--- src/rtl/conv_pkg.sv ---
// Shared types and helpers for the convolution psum collector and its controller.
// Holds width defaults, the collector state encoding and a width-generic saturating add.
package conv_pkg;

  localparam int DATA_W_DEF = 8;
  localparam int ACC_W_DEF  = 16;
  localparam int SAT_W      = 32;

  typedef enum logic [1:0] {
    IDLE  = 2'd0,
    ACCUM = 2'd1,
    HOLD  = 2'd2
  } coll_state_t;

  // Result is {overflow, value}; the value clamps at 2^w-1 for any w up to SAT_W.
  function automatic logic [SAT_W:0] sat_add(input logic [SAT_W-1:0] a,
                                             input logic [SAT_W-1:0] b,
                                             input int               w);
    logic [SAT_W:0] lim;
    logic [SAT_W:0] sum;
    lim = ((SAT_W+1)'(1) << w) - (SAT_W+1)'(1);
    sum = {1'b0, a} + {1'b0, b};
    if (sum > lim) return {1'b1, lim[SAT_W-1:0]};
    return {1'b0, sum[SAT_W-1:0]};
  endfunction

endpackage

--- src/rtl/psum_acc_cell.sv ---
// One saturating accumulator for a single output pixel.
// Latency: value updates the cycle after add_en; clear wins over add_en.
// Backpressure: none, the owner gates add_en.
module psum_acc_cell
  import conv_pkg::*;
#(
  parameter int ACC_W = ACC_W_DEF
) (
  input  logic             clk,
  input  logic             rst,
  input  logic             clear,
  input  logic             add_en,
  input  logic [ACC_W-1:0] addend,
  output logic [ACC_W-1:0] value,
  output logic             sat
);

  logic [SAT_W:0] res;
  logic           unused_res;

  assign res        = sat_add(SAT_W'(value), SAT_W'(addend), ACC_W);
  assign sat        = add_en & res[SAT_W];
  assign unused_res = ^res;

  always_ff @(posedge clk or negedge rst) begin
    if (!rst) begin
      value <= '0;
    end else if (clear) begin
      value <= '0;
    end else if (add_en) begin
      value <= res[ACC_W-1:0];
    end
  end

endmodule

--- src/rtl/conv_psum_collector.sv ---
// Accumulates systolic column psums over PASSES tile passes into a 2x2 map, scales and clamps to DATA_W.
// Latency: result valid one cycle after the final accepted beat.
// Backpressure: result held with in_ready low until out_ready.
module conv_psum_collector
  import conv_pkg::*;
#(
  parameter int DATA_W = DATA_W_DEF,
  parameter int ACC_W  = ACC_W_DEF,
  parameter int ROWS   = 2,
  parameter int PASSES = 5,
  parameter int SHIFT  = 0
) (
  input  logic              clk,
  input  logic              rst,
  input  logic              start,
  input  logic              psum_valid,
  input  logic [DATA_W-1:0] psum_in1,
  input  logic [DATA_W-1:0] psum_in2,
  output logic              in_ready,
  output logic [DATA_W-1:0] conv_out_11,
  output logic [DATA_W-1:0] conv_out_12,
  output logic [DATA_W-1:0] conv_out_21,
  output logic [DATA_W-1:0] conv_out_22,
  output logic              out_valid,
  input  logic              out_ready,
  output logic              done,
  output logic              sat_flag
);

  localparam int RW = (ROWS > 1) ? $clog2(ROWS) : 1;
  localparam int PW = (PASSES > 1) ? $clog2(PASSES) : 1;
  localparam logic [RW-1:0]    ROW_LAST  = RW'(ROWS - 1);
  localparam logic [PW-1:0]    PASS_LAST = PW'(PASSES - 1);
  localparam logic [ACC_W-1:0] PIX_MAX   = ACC_W'({DATA_W{1'b1}});

  coll_state_t state, state_nxt;
  logic clr, load, accept, last_beat;
  logic [RW-1:0] row_cnt;
  logic [PW-1:0] pass_cnt;

  logic [ACC_W-1:0]  addend  [2];
  logic [ACC_W-1:0]  acc_val [ROWS][2];
  logic [DATA_W-1:0] pix_nxt [ROWS][2];
  logic [DATA_W-1:0] pix_q   [ROWS][2];
  logic [ROWS*2-1:0] cell_sat;
  logic [ROWS*2-1:0] clamp;

  assign addend[0] = ACC_W'(psum_in1);
  assign addend[1] = ACC_W'(psum_in2);

  assign in_ready  = (state == ACCUM);
  assign out_valid = (state == HOLD);
  assign accept    = psum_valid & in_ready & ~start;
  assign last_beat = accept && (row_cnt == ROW_LAST) && (pass_cnt == PASS_LAST);

  always_comb begin
    state_nxt = state;
    clr       = 1'b0;
    load      = 1'b0;
    case (state)
      IDLE: begin
        if (start) begin
          clr       = 1'b1;
          state_nxt = ACCUM;
        end
      end
      ACCUM: begin
        if (start) begin
          clr = 1'b1;
        end else if (last_beat) begin
          load      = 1'b1;
          state_nxt = HOLD;
        end
      end
      HOLD: begin
        if (out_ready) state_nxt = IDLE;
      end
      default: state_nxt = IDLE;
    endcase
  end

  always_ff @(posedge clk or negedge rst) begin
    if (!rst) state <= IDLE;
    else      state <= state_nxt;
  end

  for (genvar r = 0; r < ROWS; r++) begin : g_row
    for (genvar c = 0; c < 2; c++) begin : g_col
      logic             row_hit;
      logic [SAT_W:0]   sum_fin;
      logic [ACC_W-1:0] acc_fin;
      logic [ACC_W-1:0] acc_shr;
      logic             unused_sum;

      assign row_hit = accept && (row_cnt == RW'(r));

      psum_acc_cell #(.ACC_W(ACC_W)) u_cell (
        .clk    (clk),
        .rst    (rst),
        .clear  (clr),
        .add_en (row_hit),
        .addend (addend[c]),
        .value  (acc_val[r][c]),
        .sat    (cell_sat[r*2+c])
      );

      // The final beat's sum must reach the output registers on the same edge it lands in the cell.
      assign sum_fin    = sat_add(SAT_W'(acc_val[r][c]), SAT_W'(addend[c]), ACC_W);
      assign unused_sum = ^sum_fin;
      assign acc_fin    = row_hit ? sum_fin[ACC_W-1:0] : acc_val[r][c];
      assign acc_shr    = acc_fin >> SHIFT;
      assign clamp[r*2+c] = (acc_shr > PIX_MAX);
      assign pix_nxt[r][c] = clamp[r*2+c] ? {DATA_W{1'b1}} : acc_shr[DATA_W-1:0];
    end
  end

  always_ff @(posedge clk or negedge rst) begin
    if (!rst) begin
      row_cnt  <= '0;
      pass_cnt <= '0;
      done     <= 1'b0;
      sat_flag <= 1'b0;
      for (int r = 0; r < ROWS; r++) begin
        for (int c = 0; c < 2; c++) begin
          pix_q[r][c] <= '0;
        end
      end
    end else begin
      done <= load;
      if (clr) begin
        row_cnt  <= '0;
        pass_cnt <= '0;
      end else if (accept) begin
        if (row_cnt == ROW_LAST) begin
          row_cnt  <= '0;
          pass_cnt <= pass_cnt + 1'b1;
        end else begin
          row_cnt <= row_cnt + 1'b1;
        end
      end

      if (clr) begin
        sat_flag <= 1'b0;
      end else if ((|cell_sat) || (load && (|clamp))) begin
        sat_flag <= 1'b1;
      end

      if (load) begin
        for (int r = 0; r < ROWS; r++) begin
          for (int c = 0; c < 2; c++) begin
            pix_q[r][c] <= pix_nxt[r][c];
          end
        end
      end
    end
  end

  assign conv_out_11 = pix_q[0][0];
  assign conv_out_12 = pix_q[0][1];
  assign conv_out_21 = pix_q[1][0];
  assign conv_out_22 = pix_q[1][1];

endmodule

--- config.mk ---
export PLATFORM = sky130hd
export DESIGN_NAME = conv_psum_collector
export DESIGN_NICKNAME = d
export VERILOG_FILES = /design/src/rtl/conv_pkg.sv /design/src/rtl/psum_acc_cell.sv /design/src/rtl/conv_psum_collector.sv
export SDC_FILE = /design/constraint.sdc
export NUM_CORES = 1
export LEC_CHECK = 0
export ABC_AREA = 0
export CORE_ASPECT_RATIO = 0.75
export CORE_MARGIN = 2
export CORE_UTILIZATION = 58
export CTS_CLUSTER_DIAMETER = 120
export DETAILED_ROUTE_END_ITERATION = 8
export MAX_ROUTING_LAYER = met4
export PLACE_DENSITY = 0.8
export SETUP_SLACK_MARGIN = 0.05
export SYNTH_ARGS = -nofsm -noshare
export SYNTH_HDL_FRONTEND = slang
export SYNTH_SLANG_ARGS = --single-unit
--- constraint.sdc ---
create_clock -name clk -period 3.15 [get_ports clk]
set_input_delay 0.315 -clock clk [delete_from_list [all_inputs] [get_ports clk]]
set_output_delay 0.315 -clock clk [all_outputs]
set_load 0.05 [all_outputs]
==> summary.md <==
| Metric | Value |
|---|---|
| Worst Max-Slew Pin Slew | `0.850 ns` |
| Sequential element share of the synthesized area | `40.9%` |
| Total vias in the final route | `5768` |
| Fraction of registers with async set/reset | `100%` |
| Status | `complete, no violations` |
| Post-DP HPWL | `11.5 mm` |
| Largest net degree at the start of global routing | `68` |
| Worst path required time | `3.39 ns` |
| Avg Vias per Cell | `6.28` |
| DRT Pass-1 Iters | `5` |
| Minimum clock period | `3.01 ns` |
| CP endpoint kind | `flip-flop` |
| Inserted Diodes | `0` |
| Setup WS pre-CTS | `-0.158 ns` |
| PD cells | `411 nW/um^2` |
| CP Max Fanout | `5` |
| Clock Skew | `0.00925 ns` |
| Yosys warnings | `0` |
| Achievable clock frequency | `0.332 GHz` |
| RSZ-0062 raised after global routing | `no` |
| Clock sinks | `104` |
| Total Routing Usage GR | `28.6%` |
| Most frequent cells in the layout | `104 x dfrtp_1, 97 x nor2_1, 55 x clkdlybuf4s50_1` |
| Clock Pin Slew Worst Setup and Hold Paths | `0.07 ns` |
| Port-buffer cells | `56` |
| CTS tree | `yes` |
| Placed insts | `903` |
| H-tree level count | `3` |
| Post-CTS Hold Buffers | `0` |
| Setup_tns | `0 ns` |
| Setup crit start kind | `input port` |
| Mean Syn Cell Area | `9.12 um^2` |
| Synth Area in Simple Gates | `19.5%` |
| Critical Path AT | `3.25 ns` |
| DP Area | `7300 um^2` |
| Antenna Violating Nets Remaining | `0` |
| Final Worst Setup Slack | `0.139 ns` |
| Post-synthesis cell area | `6360 um^2` |
| Clk root buf | `clkbuf_16` |
| Leak pwr | `3.45 nW` |
| Maxcap violations | `0` |
| Post-synth EDFFs | `0` |
| P&R area growth vs syn | `20.0%` |
| Post-Synth Adder-Cell Area | `7.95%` |
| Final Setup Violations | `0` |
| Die area | `11800 um^2` |
| Clock Path Buffers | `2` |
| Crit path kind | `input port to flip-flop` |
| Multiplexer share of the synthesized area | `1.61%` |
| CTS Buf Count | `9` |
| Hold/Removal Path Class | `input port to async pin` |
| Vias in the first global route | `5555` |
| Drt wl/cell | `17.4 um` |
| DRT Wirelength | `16.0 mm` |
| Power Total | `3.14 mW` |
| # IOs | `57` |
| Final hold vios | `0` |
| Die extent in y | `94.7 um` |
| #FFs+latches synth | `104` |
| Tcrit/Tclk final | `95.6%` |
| Num rows | `33` |
| Global route overflow | `0` |
| Core box area | `10800 um^2` |
| Starting density of the core | `58.8%` |
| Initial antenna violation count | `0` |
| DRC viols | `0` |
| RD Place Congestion | `0.970` |
| Max VDD drop | `0.290 mV` |
| Complex-gate fraction of the synthesized area | `20.8%` |
| Leading cell type in the layout, fill and taps excluded | `dfrtp_1` |
| NumNets Final | `834` |
| Clk Latency, worst-skew pair | `0.35 ns` |
| Layout cells sized above 1 | `10.7%` |
| Synthesized Nets | `756` |
| Mapped Cells | `697` |
| Slew HR | `43.3%` |
| Xor-xnor portion of the synthesized cell area | `5.51%` |
| Dominant synthesized flop cell | `dfrtp_1` |
| Finished Layout Cells | `919` |
| Finished Cell Area | `7630 um^2` |
| Die width | `125 um` |
| First-pass GRT wire length | `26.6 mm` |
| Max-slew violations | `0` |
| Synth unique cells | `71` |
| 1st-iter DRT viols | `587` |
| Combinational family with the most area after synthesis | `compound AO/OA/AOI/OAI gates` |
## final timing paths
check / startpoint / endpoint / slack (ns) / cells after the start
max reg2reg: g_row[0].g_col[1].u_cell.value[0] / sat_flag / 0.25 / 11
max in group asynchronous: rst / g_row[1].g_col[1].u_cell.value[5] / 2.36 / 2
min in group clk: conv_out_12[1] / conv_out_12[1] / 0.55 / 2
max: psum_in2[0] / sat_flag / 0.14 / 12
min: rst / conv_out_12[1] / 0.08 / 1
min reg2reg: conv_out_12[1] / conv_out_12[1] / 0.55 / 2
## sequential cells by signal, summed over array words and instances, names as in the netlist
| signal | flops |
|---|---|
| row_cnt | 1 |
| conv_out_12 | 8 |
| sat_flag | 1 |
| pass_cnt | 3 |
| conv_out_11 | 8 |
| g_row.g_col.u_cell.value | 64 |
| state | 2 |
| conv_out_21 | 8 |
| conv_out_22 | 8 |
| done | 1 |
## timing repair
| item | in CTS | in global routing |
|---|---|---|
| resized for setup | 0 | 1 |
| endpoints found under the setup margin | 0 | 1 |
| buffers inserted | 0 | 1 |
## through the flow
step	utilization, %	hold WS [ns]
2_1_floorplan	-	0.0194
3_3_place_gp	67.5	0.474
3_5_place_dp	67.5	0.490
4_1_cts	70.5	0.116
5_1_grt	70.5	0.152
6_report	70.5	0.0836
## worst max-delay path, cell delays in order
cell	delay [ns]
clkdlybuf4s50_1	0.49
ha_1	0.17
inv_1	0.05
fa_1	0.38
nand2b_1	0.19
a21oi_1	0.29
o21ai_2	0.16
nor2_1	0.18
a2bb2o_1	0.29
and4bb_1	0.33
a41oi_1	0.15
o31a_1	0.26
## metal layers
| metal | GRT usage (%) | share of wire (%) | vias to the layer above |
|---|---|---|---|
| met3 | 4.59 | 5.5 | 38 |
| li1 | - | - | 2700 |
| met1 | 35.8 | 43 | 2803 |
| met4 | 8.98 | 1.6 | 0 |
| met2 | 48.4 | 50 | 227 |
| met5 | - | 0 | - |
## synth_stat cells (9+ instances only)
master / instances / area, um^2
a21o_1: 11 / 82.6
a21oi_1: 44 / 220
a31oi_1: 37 / 231
and3_1: 12 / 75.1
clkbuf_1: 21 / 78.8
dfrtp_1: 104 / 2600
ha_1: 34 / 425
inv_1: 26 / 97.6
nand2_1: 41 / 154
nand2b_1: 11 / 68.8
nand3_1: 26 / 130
nand4_1: 11 / 68.8
nor2_1: 97 / 364
nor3_1: 11 / 55.1
o211ai_1: 10 / 75.1
o21ai_0: 10 / 50.1
o22ai_1: 34 / 213
xnor2_1: 31 / 272
xor2_1: 9 / 78.8
## final cells by class
| class | instances | area [um^2] |
|---|---|---|
| clock buffer | 9 | 225 |
| clock inverter | 6 | 92.6 |
| fill | 815 | 3190 |
| inverter | 26 | 97.6 |
| multi-input combinational | 535 | 3530 |
| sequential | 104 | 2600 |
| tap | 140 | 175 |
| timing repair buffer | 99 | 906 |
## where the power goes
part	total [mW]	internal [mW]	leakage [nW]	switching, mW
Combinational	0.526	0.225	1.86	0.301
Sequential	1.39	1.37	1.43	0.0263
Clock	1.22	0.700	0.154	0.518
Total	3.14	2.29	3.45	0.846
## logic make-up after synthesis
logic type / after synthesis
AND/OR/NAND/NOR: 249
buffers and inverters: 58
multiplexers: 10
XOR/XNOR: 40
flip-flops: 104
AO/OA/AOI/OAI: 198
adder cells (fa/ha/maj): 38
Power figures use the tool's default switching activity.
